## src/rtl/aes_dmem_loader.sv

```systemverilog
// Packs 32-bit host words into VLEN-bit lines and writes them to data memory.
// Define LOADER_BYTESWAP_EN to byte-reverse each word before packing.
module aes_dmem_loader #(
  parameter int VLEN  = 128,
  parameter int WORDS = VLEN / 32
) (
  input  logic            clk,
  input  logic            clrn,
  input  logic            start,
  input  logic [31:0]     base_addr,
  input  logic            in_valid,
  input  logic [31:0]     in_data,
  input  logic            in_last,
  output logic            in_ready,
  output logic            mem_we,
  output logic            mem_vector,
  output logic [31:0]     mem_addr,
  output logic [VLEN-1:0] mem_wdata,
  output logic            busy,
  output logic            done,
  output logic [15:0]     line_count
);

  localparam int IW = (WORDS > 1) ? $clog2(WORDS) : 1;
  localparam logic [IW-1:0] LAST_IDX = IW'(WORDS - 1);
  localparam logic [31:0] STRIDE = 32'(VLEN / 8);

  typedef enum logic [1:0] {
    IDLE,
    FILL,
    WRITE,
    DONE
  } state_t;

  state_t          state;
  logic [IW-1:0]   idx;
  logic [VLEN-1:0] buffer;
  logic [VLEN-1:0] buf_nxt;
  logic [31:0]     addr;
  logic [31:0]     word;
  logic            last_q;
  logic            accept;

`ifdef LOADER_BYTESWAP_EN
  assign word = {in_data[7:0], in_data[15:8],
                 in_data[23:16], in_data[31:24]};
`else
  assign word = in_data;
`endif

  assign accept = in_valid && in_ready;

  always_comb begin
    buf_nxt = buffer;
    buf_nxt[{idx, 5'd0} +: 32] = word;
  end

  always_ff @(posedge clk or negedge clrn) begin
    if (!clrn) begin
      state      <= IDLE;
      idx        <= '0;
      buffer     <= '0;
      addr       <= '0;
      last_q     <= 1'b0;
      in_ready   <= 1'b0;
      mem_we     <= 1'b0;
      mem_vector <= 1'b0;
      mem_addr   <= '0;
      mem_wdata  <= '0;
      busy       <= 1'b0;
      done       <= 1'b0;
      line_count <= '0;
    end else begin
      unique case (state)
        IDLE: begin
          if (start) begin
            state      <= FILL;
            addr       <= {base_addr[31:4], 4'b0};
            idx        <= '0;
            buffer     <= '0;
            line_count <= '0;
            busy       <= 1'b1;
            in_ready   <= 1'b1;
          end
        end
        FILL: begin
          if (accept) begin
            // the completing word goes straight into the write line
            if (in_last || idx == LAST_IDX) begin
              state      <= WRITE;
              in_ready   <= 1'b0;
              mem_we     <= 1'b1;
              mem_vector <= 1'b1;
              mem_wdata  <= buf_nxt;
              mem_addr   <= addr;
              last_q     <= in_last;
            end else begin
              buffer <= buf_nxt;
              idx    <= idx + IW'(1);
            end
          end
        end
        WRITE: begin
          mem_we     <= 1'b0;
          mem_vector <= 1'b0;
          addr       <= addr + STRIDE;
          if (line_count != 16'hFFFF)
            line_count <= line_count + 16'd1;
          if (last_q) begin
            state <= DONE;
            done  <= 1'b1;
          end else begin
            state    <= FILL;
            in_ready <= 1'b1;
            buffer   <= '0;
            idx      <= '0;
          end
        end
        DONE: begin
          state <= IDLE;
          done  <= 1'b0;
          busy  <= 1'b0;
        end
        default: state <= IDLE;
      endcase
    end
  end

endmodule

```

## config.mk

```make
export PLATFORM = sky130hd
export DESIGN_NAME = aes_dmem_loader
export DESIGN_NICKNAME = d
export VERILOG_FILES = /design/src/rtl/aes_dmem_loader.sv
export SDC_FILE = /design/constraint.sdc
export NUM_CORES = 1
export LEC_CHECK = 0
export CORE_UTILIZATION = 35
export DETAILED_ROUTE_END_ITERATION = 10
export HOLD_SLACK_MARGIN = 0.15
export PLACE_DENSITY = 0.68
export SYNTH_ARGS = -nofsm -noshare
export SYNTH_HDL_FRONTEND = slang
export SYNTH_SLANG_ARGS = --single-unit
```

## constraint.sdc

```tcl
create_clock -name clk -period 4.6 [get_ports clk]
set_input_delay 1.15 -clock clk [delete_from_list [all_inputs] [get_ports clk]]
set_output_delay 1.15 -clock clk [all_outputs]
set_load 0.05 [all_outputs]
```

==> summary.md <==
| Metric | Value |
|---|---|
| Static leakage power | 0.00814 uW |
| Slowest cell on crit path | and2_2 |
| Post-Synth Adder-Cell Area | 0.601% |
| CP bufs+invs | 1 |
| Multi-input logic area | between 5000 and 6000 um^2 |
| Hold WC Path Type | reg2reg |
| Crit start category | flip-flop |
| Die ar. | 42500 um^2 |
| Crit path capture type | flip-flop |
| Placed Area | 17600 um^2 |
| R2r worst-path depth | 6 |
| DR iter-0 viols | 543 |
| Hold Violations, Final | 0 |
| Slew HR | between 20% and 30% |
| Fmax | about 290 MHz |
| Clk buf depth | 3 |
| Fin nets | around 1.7k |
| Post-synthesis xor/xnor area fraction | 0.661% |
| Hold endpoint | mem_wdata[62] |
| Synth warnings | 0 |
| Fillcell total | a little under 4k |
| Seq cells post-synth | around 340 |
| Vias in the first global route | ~12k |
| Routability cong. | 0.820 |
| Antenna cells | 0 |
| Setup TNS | 0 ns |
| FF-to-FF Start | idx[0] |
| H-tree depth | 2 |
| EDFF count, synth | 0 |
| Filler-free cell count of the finished design | 2170 |
| DR top layer | met4 |
| Hold Path Cell Cnt | 2 |
| Die Y-Extent | ~210 um |
| Max incr delay on CP | 0.86 ns |
| Total CTS buffers | 38 |
| Run status | completed |
| Drt first pass iters | 7 |
| Final max-slew violation count | 0 |
| WP data arrival | approximately 4 ns |
| Critical Path Fanout Max | 36 |
| Rows | between 70 and 80 |
| Drt total wl | about 42000 um |
| Actual slew at the worst max-slew pin | 1.12 ns |
| Flip-flop and latch area | 8430 um^2 |
| Post-Syn Instances | 1410 |
| Flop-to-flop setup slack | about 1.1 ns |
| Layout cells sized above 1 | between 8 and 9% |
| WL met1 | around 19000 um |
| Internal power | about 6500 uW |
| Reg power frac | between 30% and 40% |
| I/O Buffers | around 240 |
| Via density | 5.31 |
| Largest net degree at the start of global routing | 95 |
| Synth area leaders | dfrtp_1 (58%), nor2b_1 (7.1%), a22o_1 (5.8%), a21oi_1 (5.1%), nand2_1 (4.5%) |
| Synth Area in Simple Gates | 17.1% |
| Synth Cell Area | 14600 um^2 |
| Max_cap viols | 0 |
| Antenna violations before repair | 0 |
| Met2 Wirelength | slightly below 20000 um |
| Peak VDD IR | about 0.36 mV |
| Crit. Startpoint | idx[0] |
| Synth cell types | ~60 |
| Post-DR wirelength/cell | 19.4 um |
| Worst-Skew Late Latency | ~0.55 ns |
| Avg Synthesized Cell Area | ~10 um^2 |
| Clock Skew | about 0.015 ns |
| Post-CTS setup buffers | 0 |
| Cts hold-fix bufs | 0 |
| Hold_sp | mem_wdata[62] |
| Top delay family on crit path | simple AND/OR/NAND/NOR gates |
| Synth top area share | 57.8% |
| Clock Power Share | 28.9% |
| Layout area overhead | 29.2% |
| CTS clk-pin slew, worst paths | ~0.06 ns |
| Core area | between 40000 and 50000 um^2 |
| Clock tree root buffer cell | clkbuf_16 |
| Top cell type by total area after synthesis | dfrtp_1 |
| Combinational share of power | 34.0% |
| Min Clock Period, post-route | between 3 and 4 ns |
| DRC | 0 |
| Main combinational cell family by area after synthesis | compound AO/OA/AOI/OAI gates |
| Sequential element share of the synthesized area | about 58% |
| Commonest cells post-synth | dfrtp_1 (337), nand2_1 (175), nor2b_1 (165) |
| Dpl cells | between 2k and 2.5k |
| Ys flop type | dfrtp_1 |
| Global route overflow | 0 |
| Asr flop ratio synth | between 90% and 100% |
| Mux contribution to synthesized area | under 10% |
| Pwr/cell area | around 570 nW/um^2 |
| CP required | slightly above 5 ns |
| Final setup violation count | 0 |
| Compound-cell area share of the yosys netlist | 18.2% |
| RSZ-0062 raised after global routing | false |
| Initial Util | between 30% and 40% |
| Post-Layout Inst Area | 18800 um^2 |
| TritonCTS clock tree | yes |
| Sw Ratio | about two fifths |
| Final cycle utilization of the critical path | 75.8% |
| CP Cell Sequence | inv_1 > ha_2 > nor2b_1 > and3_2 > and2_2 > a22o_1 |
| Most common cell in the netlist | dfrtp_1 |
| Final Power | about 11000 uW |
| DP HPWL | between 20000 and 30000 um |
| R2r endpoint | buffer[58] |
| Wire length on met3 | 2620 um |
| Net switching power | 4210 uW |
| Post-cts gate resize count | 0 |
| Sink Count | between 300 and 400 |
| Die width | 206 um |
| First-pass GRT wire length | 66500 um |
| Total track usage | 20.0% |
| Crit Path Category | reg2reg |
| Number of top-level pins | 250 |
| Remaining antenna violation count | 0 |
| Via count | around 12k |
-- cells by family after synthesis --
group	Yosys count
AND/OR/NAND/NOR	478
AO/OA/AOI/OAI	430
flip-flops	337
buffers and inverters	115
multiplexers	31
XOR/XNOR	11
adder cells (fa/ha/maj)	7
other	1
-- worst max path at each step --
| stage | end | slack [ns] | cells after the start |
|---|---|---|---|
| after detailed placement | idx[0] | 0.88 | 6 |
| final | buffer[58] | 1.11 | 6 |
| after CTS | buffer[58] | 1.10 | 6 |
| after global placement | idx[0] | 0.93 | 6 |
| after floorplan | mem_addr[19] | 2.00 | 6 |
| after global routing | buffer[58] | 0.92 | 6 |
-- through the flow --
stage | hold slack [ns] | utilization (%) | worst slack [ns]
2_1_floorplan | 0.456 | - | 2.00
3_3_place_gp | 0.464 | 43.0 | 0.935
3_5_place_dp | 0.468 | 43.0 | 0.881
4_1_cts | 0.482 | 46.0 | 1.10
5_1_grt | 0.498 | 46.0 | 0.923
6_report | 0.475 | 46.0 | 1.11
-- layout make-up --
class	instances	area share, %
flip-flops and latches	337	44.8
well taps	532	3.53
inverters	8	0.159
multi-input cells	961	30.8
clock inverters	17	1.25
clock buffers	48	5.41
repair buffers	267	14.1
-- layout by cell type, fill, tap and decap left out, drive strengths merged, types with 4 or more instances in the layout --
cell type | Yosys | layout
nor2 | 28 | 28
o21ai | 138 | 138
a31oi | 5 | 5
a22o | 97 | 97
nor3b | 6 | 6
and4 | 4 | 4
conb | 1 | 4
ha | 7 | 7
nand4 | 16 | 16
o211ai | 10 | 10
or3 | 4 | 4
bufinv | 0 | 5
nand3 | 27 | 27
dfrtp | 337 | 337
clkinv | 0 | 8
and3 | 13 | 13
a21oi | 150 | 150
or4 | 4 | 4
nand2 | 176 | 176
and2 | 9 | 9
nor2b | 165 | 165
clkdlybuf4s50 | 0 | 240
xor2 | 9 | 9
mux2 | 28 | 28
o22a | 5 | 5
buf | 23 | 27
clkbuf | 84 | 48
inv | 8 | 11
nor3 | 17 | 17
-- routing by layer --
layer	up-vias	GRT usage, %
met4	0	4.86
met1	5832	26.8
met3	53	4.87
met2	307	32.6
li1	5334	-
met5	-	0
-- flip-flops by register name, summed over array words and instances (netlist names) --
register	cells
done	1
idx	2
buffer	128
mem_wdata	128
last_q	1
mem_addr	28
line_count	16
state	2
busy	1
addr	28
in_ready	1
mem_vector	1
-- power by group through the flow --
stage,Sequential (uW),Combinational [uW],Clock [uW]
2_1_floorplan,4870,1380,0
3_3_place_gp,4010,3630,0
3_5_place_dp,4030,3670,0
4_1_cts,3980,3690,3180
5_1_grt,4060,3920,3300
6_report,3990,3650,3100
-- worst reg2reg max path, delay by kind of cell, from the launching register on --
family	cells	cell delay (ns)
flops	1	0.52
simple gates	3	1.90
buf+inv	1	0.17
fa+ha+maj	1	0.51
compound gates	1	0.30
No activity file was read; power rests on OpenSTA's default activity.
